### src/rtl/modular_multiplier_serial_if.sv
// rtl/modular_multiplier_serial_if.sv - start/operand/result handshake bundle for the serial modular multiplier
interface modular_multiplier_serial_if #(
    parameter int WIDTH = 256
);
    logic             i_start;
    logic [WIDTH-1:0] i_a;
    logic [WIDTH-1:0] i_b;
    logic [WIDTH-1:0] result;
    logic             done;
    logic             busy;

    modport slave (
        input  i_start,
        input  i_a,
        input  i_b,
        output result,
        output done,
        output busy
    );

    modport master (
        output i_start,
        output i_a,
        output i_b,
        input  result,
        input  done,
        input  busy
    );
endinterface

### src/rtl/modular_multiplier_serial.sv
// rtl/modular_multiplier_serial.sv - bit-serial interleaved (a*b) mod P, one multiplier bit per cycle, MSB first
module modular_multiplier_serial #(
    parameter int               WIDTH = 256,
    parameter logic [WIDTH-1:0] P     = 256'hFFFFFFFFFFFFFFFFFFFFFFFFFFFFFFFFFFFFFFFFFFFFFFFFFFFFFFFEFFFFFC2F
) (
    input  logic                        i_clk,
    input  logic                        i_rst_n,
    modular_multiplier_serial_if.slave  bus
);
    localparam int CW = $clog2(WIDTH);

    localparam logic [1:0] S_IDLE = 2'd0;
    localparam logic [1:0] S_RUN  = 2'd1;
    localparam logic [1:0] S_DONE = 2'd2;

    localparam logic [WIDTH:0] P_EXT = {1'b0, P};

    logic [1:0]       r_state;
    logic [WIDTH-1:0] r_a;
    logic [WIDTH-1:0] r_b;
    logic [WIDTH-1:0] r_r;
    logic [CW-1:0]    r_cnt;
    logic             r_start_q;
    logic [WIDTH-1:0] r_result;
    logic             r_done;
    logic             r_busy;

    logic             w_start_pulse;
    logic [WIDTH:0]   w_t;
    logic [WIDTH:0]   w_tp;
    logic [WIDTH:0]   w_u;
    logic [WIDTH:0]   w_s;
    logic [WIDTH-1:0] w_next;

    assign w_start_pulse = bus.i_start & ~r_start_q;

    // Datapath kept at WIDTH+1 bits so the carry out of 2R and T'+A is never lost.
    // T' < P already, so the shared final reduction is a no-op on the B[i]=0 path.
    always_comb begin
        w_t    = {r_r, 1'b0};
        w_tp   = (w_t >= P_EXT) ? (w_t - P_EXT) : w_t;
        w_u    = w_tp + {1'b0, r_a};
        w_s    = r_b[r_cnt] ? w_u : w_tp;
        w_next = (w_s >= P_EXT) ? WIDTH'(w_s - P_EXT) : WIDTH'(w_s);
    end

    always_ff @(posedge i_clk or negedge i_rst_n) begin
        if (!i_rst_n) begin
            r_state   <= S_IDLE;
            r_a       <= '0;
            r_b       <= '0;
            r_r       <= '0;
            r_cnt     <= '0;
            r_start_q <= 1'b0;
            r_result  <= '0;
            r_done    <= 1'b0;
            r_busy    <= 1'b0;
        end else begin
            r_start_q <= bus.i_start;
            case (r_state)
                S_IDLE, S_DONE: begin
                    if (w_start_pulse) begin
                        r_a     <= bus.i_a;
                        r_b     <= bus.i_b;
                        r_r     <= '0;
                        r_cnt   <= CW'(WIDTH - 1);
                        r_done  <= 1'b0;
                        r_busy  <= 1'b1;
                        r_state <= S_RUN;
                    end
                end
                S_RUN: begin
                    r_r <= w_next;
                    if (r_cnt == '0) begin
                        r_result <= w_next;
                        r_done   <= 1'b1;
                        r_busy   <= 1'b0;
                        r_state  <= S_DONE;
                    end else begin
                        r_cnt <= r_cnt - 1'b1;
                    end
                end
                default: r_state <= S_IDLE;
            endcase
        end
    end

    assign bus.result = r_result;
    assign bus.done   = r_done;
    assign bus.busy   = r_busy;
endmodule

### src/flat_wrapper.sv
// flat-port wrapper written by rule: the top's interface ports become plain ports
module modular_multiplier_serial_flat 
#(
    parameter int               WIDTH = 256,
    parameter logic [WIDTH-1:0] P     = 256'hFFFFFFFFFFFFFFFFFFFFFFFFFFFFFFFFFFFFFFFFFFFFFFFFFFFFFFFEFFFFFC2F
)
  (i_clk, i_rst_n, bus_i_start, bus_i_a, bus_i_b, bus_result, bus_done, bus_busy);
  modular_multiplier_serial_if #(.WIDTH(WIDTH)) bus_i ();
  input  logic i_clk;
  input  logic i_rst_n;
  input wire logic [$bits(bus_i.i_start)-1:0] bus_i_start;
  input wire logic [$bits(bus_i.i_a)-1:0] bus_i_a;
  input wire logic [$bits(bus_i.i_b)-1:0] bus_i_b;
  output wire logic [$bits(bus_i.result)-1:0] bus_result;
  output wire logic [$bits(bus_i.done)-1:0] bus_done;
  output wire logic [$bits(bus_i.busy)-1:0] bus_busy;
  assign bus_i.i_start = bus_i_start;
  assign bus_i.i_a = bus_i_a;
  assign bus_i.i_b = bus_i_b;
  assign bus_result = bus_i.result;
  assign bus_done = bus_i.done;
  assign bus_busy = bus_i.busy;
  modular_multiplier_serial #(.WIDTH(WIDTH), .P(P)) u_core (.i_clk(i_clk), .i_rst_n(i_rst_n), .bus(bus_i));
endmodule
### config.mk
export PLATFORM = sky130hd
export DESIGN_NAME = modular_multiplier_serial_flat
export DESIGN_NICKNAME = d
export VERILOG_FILES = /design/src/rtl/modular_multiplier_serial_if.sv /design/src/rtl/modular_multiplier_serial.sv /design/src/flat_wrapper.sv
export SDC_FILE = /design/constraint.sdc
export NUM_CORES = 2
export LEC_CHECK = 0
export CAP_MARGIN = 20
export CELL_PAD_IN_SITES_DETAIL_PLACEMENT = 1
export CELL_PAD_IN_SITES_GLOBAL_PLACEMENT = 1
export CORE_MARGIN = 4
export CORE_UTILIZATION = 46
export CTS_CLUSTER_DIAMETER = 40
export DETAILED_ROUTE_END_ITERATION = 7
export PLACE_DENSITY = 0.92
export SLEW_MARGIN = 20
export SYNTH_ARGS = -nofsm -noshare
export SYNTH_HDL_FRONTEND = slang
export SYNTH_SLANG_ARGS = --single-unit
### constraint.sdc
create_clock -name i_clk -period 15.2 [get_ports i_clk]
set_clock_uncertainty 0.05 [all_clocks]
set_input_delay 2.28 -clock i_clk [delete_from_list [all_inputs] [get_ports i_clk]]
set_output_delay 2.28 -clock i_clk [all_outputs]
set_load 0.1 [all_outputs]
==> metrics.txt, run 1 <==
GP Congestion=1.54; Synth Area in XOR/XNOR=0.0587; total number of yosys warnings=0; multiplexer share of the synthesized area=0.0432; initial core utilization=0.465; Synth async-reset ratio=1.00; FP Rows=160; Die Span X=447 um; chip height=447 um; Post-CTS Setup Bufs=0; Adder-Cell Fraction of Synth Area=0.0374; ys flop type=dfrtp_1; hold_buf cts=0; commonest cells in the synthesized netlist=nand2_1, dfrtp_1, o21ai_0, nor2_1, a21oi_1; most frequent cell after synthesis=nand2_1; clk buf depth=3; Post-synth EDFFs=0; biggest area consumer among synthesized cells=dfrtp_1; synthesized cell area=between 80000 and 90000 um2; Synth top area share=0.293; Resized Gates After CTS=0; outcome=did not finish; Placed Instances=14.7k; First Err=[ERROR GRT-0232] Routing congestion too high. Check the congestion heatmap in the GUI.; main combinational cell family by area after synthesis=simple AND/OR/NAND/NOR gates; cell count after synthesis=11.9k; Buffers on Ports=772; I/O Pins=773; Root Buffer=clkbuf_16; synth top area cells=dfrtp_1, nand2_1, o21ai_0; Compound-Gate Fraction of Synth Area=0.194; HPWL Detailed=around 450000 um; CTS Buf Count=163; pre-CTS setup slack=1.19 ns; Seq/Total Area, Yosys=0.293; # H-tree levels=4; GR Overflow Total=~130; Simple-Gate Fraction of Synth Area=0.334; Mapped Avg Cell Area=7.47 um2; Clock Sinks=1037; number of synthesized register bits=1037; largest net degree at the start of global routing=225; Synth Net Count=12.7k; Fail Step=global routing (5_1_grt); total global-route track usage=0.702; Yosys cell types=105
per-stage QoR:
step / hold slack, ns / area (um2)
after CTS: 0.428 / 105000
after floorplan: 0.388 / 88600
after detailed placement: 0.412 / 98500
after global placement: 0.403 / 98400
layer usage:
layer  global-route usage  GRT overflow
met1                0.695            14
met2                0.834            43
met3                0.615            19
met5                0.506             1
met4                0.627            52
cells by family after synthesis:
logic type      Yosys count
compound gates         2658
fa+ha+maj               264
buf+inv                 882
flops                  1037
mux                     310
simple gates           6126
xor+xnor                594
==> run 2: changes to the inputs <==
CELL_PAD_IN_SITES_DETAIL_PLACEMENT = default   (was 1)
CELL_PAD_IN_SITES_GLOBAL_PLACEMENT = default   (was 1)
CORE_UTILIZATION = 31   (was 46)
CTS_CLUSTER_DIAMETER = default   (was 40)
PLACE_DENSITY = default   (was 0.92)
PLACE_DENSITY_LB_ADDON = 0.15   (was default)
==> run 2 against run 1 <==
Effect of this change:
- the flow now finishes, with violations (DRC, setup timing)
- synthesized area is the same
- synthesized cell count stayed put
==> metrics.txt, run 2 <==
Clock Sinks=between 1k and 1.5k; Hold Fails Final Rpt=0; final setup margin=-0.285 ns; cell count after synthesis=11.9k; HPWL Detailed=around 570000 um; max-slew violations=0; I/O Pins=773; measured slew at the worst slew-check pin=1.36 ns; first-pass GRT wire length=893000 um; Yosys cell types=105; FP Rows=196; initial detailed-routing violation count=17.8k; WL final=681000 um; Die Span X=543 um; Clk Latency, worst-skew pair=around 0.86 ns; initial antenna violation count=57; Mapped Avg Cell Area=7.47 um2; CP Data Required Time=15.83 ns; reg2reg path depth=32; FF-to-FF setup slack=-0.28 ns; GR Overflow Total=0; biggest area consumer among synthesized cells=dfrtp_1; PD cells=approximately 300 nW/um2; vias post-DR=109k; final worst-path cycle share=1.02; CP Capture Type=register; clk slew on worst S/H paths=0.06 ns; Post-CTS Setup Bufs=0; Vias per Instance=6.58; # DRC=6; synthesized cell area=88600 um2; hold wc startpoint=u_core.r_b[231]$_DFFE_PN0P_; # H-tree levels=4; total global-route track usage=0.440; chip height=543 um; WP data arrival=16.12 ns; Hold Slack=approximately 0.42 ns; most used cell, CP=buf_4; slowest CP cell=nor4_1; Final setup viols=19; fill count=29.8k; Post-synth EDFFs=0; RSZ-0062 raised after global routing=false; failing checks=DRC, setup timing; number of synthesized register bits=about 1.0k; Synth async-reset ratio=1.00; synth top area cells=dfrtp_1, nand2_1, o21ai_0; Worst Hold Depth=2; initial core utilization=0.311; Hold EP=u_core.r_b[231]$_DFFE_PN0P_; most frequent cells in the layout=nand2_1, dfrtp_1, o21ai_0; Layout Area Growth over Synthesis=22.9%; vias in the first global route=100k; Slew headroom=0.0871; commonest cells in the synthesized netlist=nand2_1, dfrtp_1, o21ai_0, nor2_1, a21oi_1; Seq/Total Area, Yosys=0.293; Buffers on Ports=772; TNS Setup=-2.35 ns; Highest Clock Rate=64.6 MHz; ANT nets after route=0; clk buf depth=4; worst reg2reg startpoint=u_core.r_r[198]$_DFFE_PN0P_; CP Launch Type=register; worst r2r dst=u_core.r_r[172]$_DFFE_PN0P_; crit path kind=reg2reg; share of cells above drive strength 1=0.108; CTS Buf Count=roughly 130; largest net degree at the start of global routing=approximately 180; Layout Nets=13.5k; leakage=0.0435 uW; Synth Net Count=12.7k; GP Congestion=~1.1; most frequent cell after synthesis=nand2_1; Tmin final=roughly 15 ns; TritonCTS clock tree=yes; ys flop type=dfrtp_1; total number of yosys warnings=0; Root Buffer=clkbuf_16; crit path max fanout=52; wire per inst=~41 um; outcome=complete, but fails checks; Synth top area share=0.293; core footprint=285000 um2; Hold WC Path Type=reg2reg; CP peak stage delay=roughly 1.1 ns; Worst VDD drop=0.270 mV; most common cell after layout, fill and taps aside=nand2_1; die area=~290000 um2; # Max-Cap Violations=0; total iterations of the first detailed-routing run=8
-- run 2: cell counts after synthesis --
Identical to the previous run, type by type.
-- run 2: final cells by class --
type | instances | area [um2] | area share
Antenna cell | 35 | 87.6 | 0.000804
Clock buffer | 184 | 3820 | 0.0351
Clock inverter | 50 | 618 | 0.00568
Inverter | 193 | 724 | 0.00665
Multi-Input combinational cell | 9952 | 60000 | 0.551
Sequential cell | 1037 | 26000 | 0.238
Tap cell | 3762 | 4710 | 0.0432
Timing Repair Buffer | 1384 | 13000 | 0.119
-- run 2: routing by layer --
| layer | up-vias | routed length (um) | track usage | share of wire |
|---|---|---|---|---|
| met1 | 54300 | 284000 | 0.598 | 0.42 |
| li1 | 45100 | - | - | - |
| met4 | 52 | 37700 | 0.190 | 0.055 |
| met5 | - | 1220 | 0.0148 | 0.0018 |
| met2 | 8350 | 259000 | 0.591 | 0.38 |
| met3 | 1295 | 98500 | 0.199 | 0.14 |
-- run 2: critical path, delay by kind of cell, from the launching register on --
family	cells	cell delay, ns
XOR/XNOR	2	1.67
buffers and inverters	7	2.02
adder cells (fa/ha/maj)	1	0.52
flip-flops	1	0.62
AND/OR/NAND/NOR	15	6.74
AO/OA/AOI/OAI	7	3.60
-- run 2: what timing repair did --
| item | in CTS | in global routing |
|---|---|---|
| hold buffers | 0 | 0 |
| resized for setup | 1 | 3 |
| pin swaps | 0 | 0 |
| endpoints found under the setup margin | 6 | 74 |
-- run 2: power breakdown --
part / switching (uW) / internal [uW] / total [uW]
clock network: 1440 / 1930 / 3360
registers: 1430 / 3720 / 5140
logic: 17500 / 7050 / 24500
total: 20300 / 12700 / 33000
-- run 2: cells by family (layout without fill, tap and decap cells) --
logic type / Yosys count / count (layout) / share of synthesized area
AND/OR/NAND/NOR: 6126 / 6126 / 0.334
AO/OA/AOI/OAI: 2658 / 2658 / 0.194
other: 0 / 35 / 0
buffers and inverters: 882 / 1811 / 0.0397
adder cells (fa/ha/maj): 264 / 264 / 0.0374
multiplexers: 310 / 310 / 0.0432
flip-flops: 1037 / 1037 / 0.293
XOR/XNOR: 594 / 594 / 0.0587
-- run 2: per-stage QoR --
| step | cells | area (um2) | setup slack [ns] | utilization | power, uW |
|---|---|---|---|---|---|
| after global placement | 16300 | 104000 | -0.462 | 0.364 | 27700 |
| final | 16600 | 109000 | -0.285 | 0.382 | 33000 |
| after global routing | 16600 | 109000 | 0.0714 | 0.382 | 33400 |
| after floorplan | 11900 | 88600 | 5.70 | - | 16200 |
| after detailed placement | 16300 | 104000 | -0.105 | 0.365 | 27700 |
| after CTS | 16600 | 109000 | 0.136 | 0.381 | 31200 |
-- run 2: worst max path at each step --
stage | to | cells past startpoint | slack [ns] | from
final | u_core.r_r[172]$_DFFE_PN0P_ | 32 | -0.28 | u_core.r_r[198]$_DFFE_PN0P_
after global routing | u_core.r_r[180]$_DFFE_PN0P_ | 34 | 0.07 | u_core.r_r[189]$_DFFE_PN0P_
after CTS | u_core.bus.result[180]$_DFFE_PN0P_ | 36 | 0.14 | u_core.r_r[198]$_DFFE_PN0P_
after detailed placement | u_core.r_r[180]$_DFFE_PN0P_ | 36 | -0.10 | u_core.r_r[49]$_DFFE_PN0P_
after global placement | u_core.bus.result[180]$_DFFE_PN0P_ | 34 | -0.46 | u_core.r_r[49]$_DFFE_PN0P_
after floorplan | u_core.bus.result[245]$_DFFE_PN0P_ | 34 | 5.70 | u_core.r_r[17]$_DFFE_PN0P_
No activity file was read; power rests on OpenSTA's default activity.
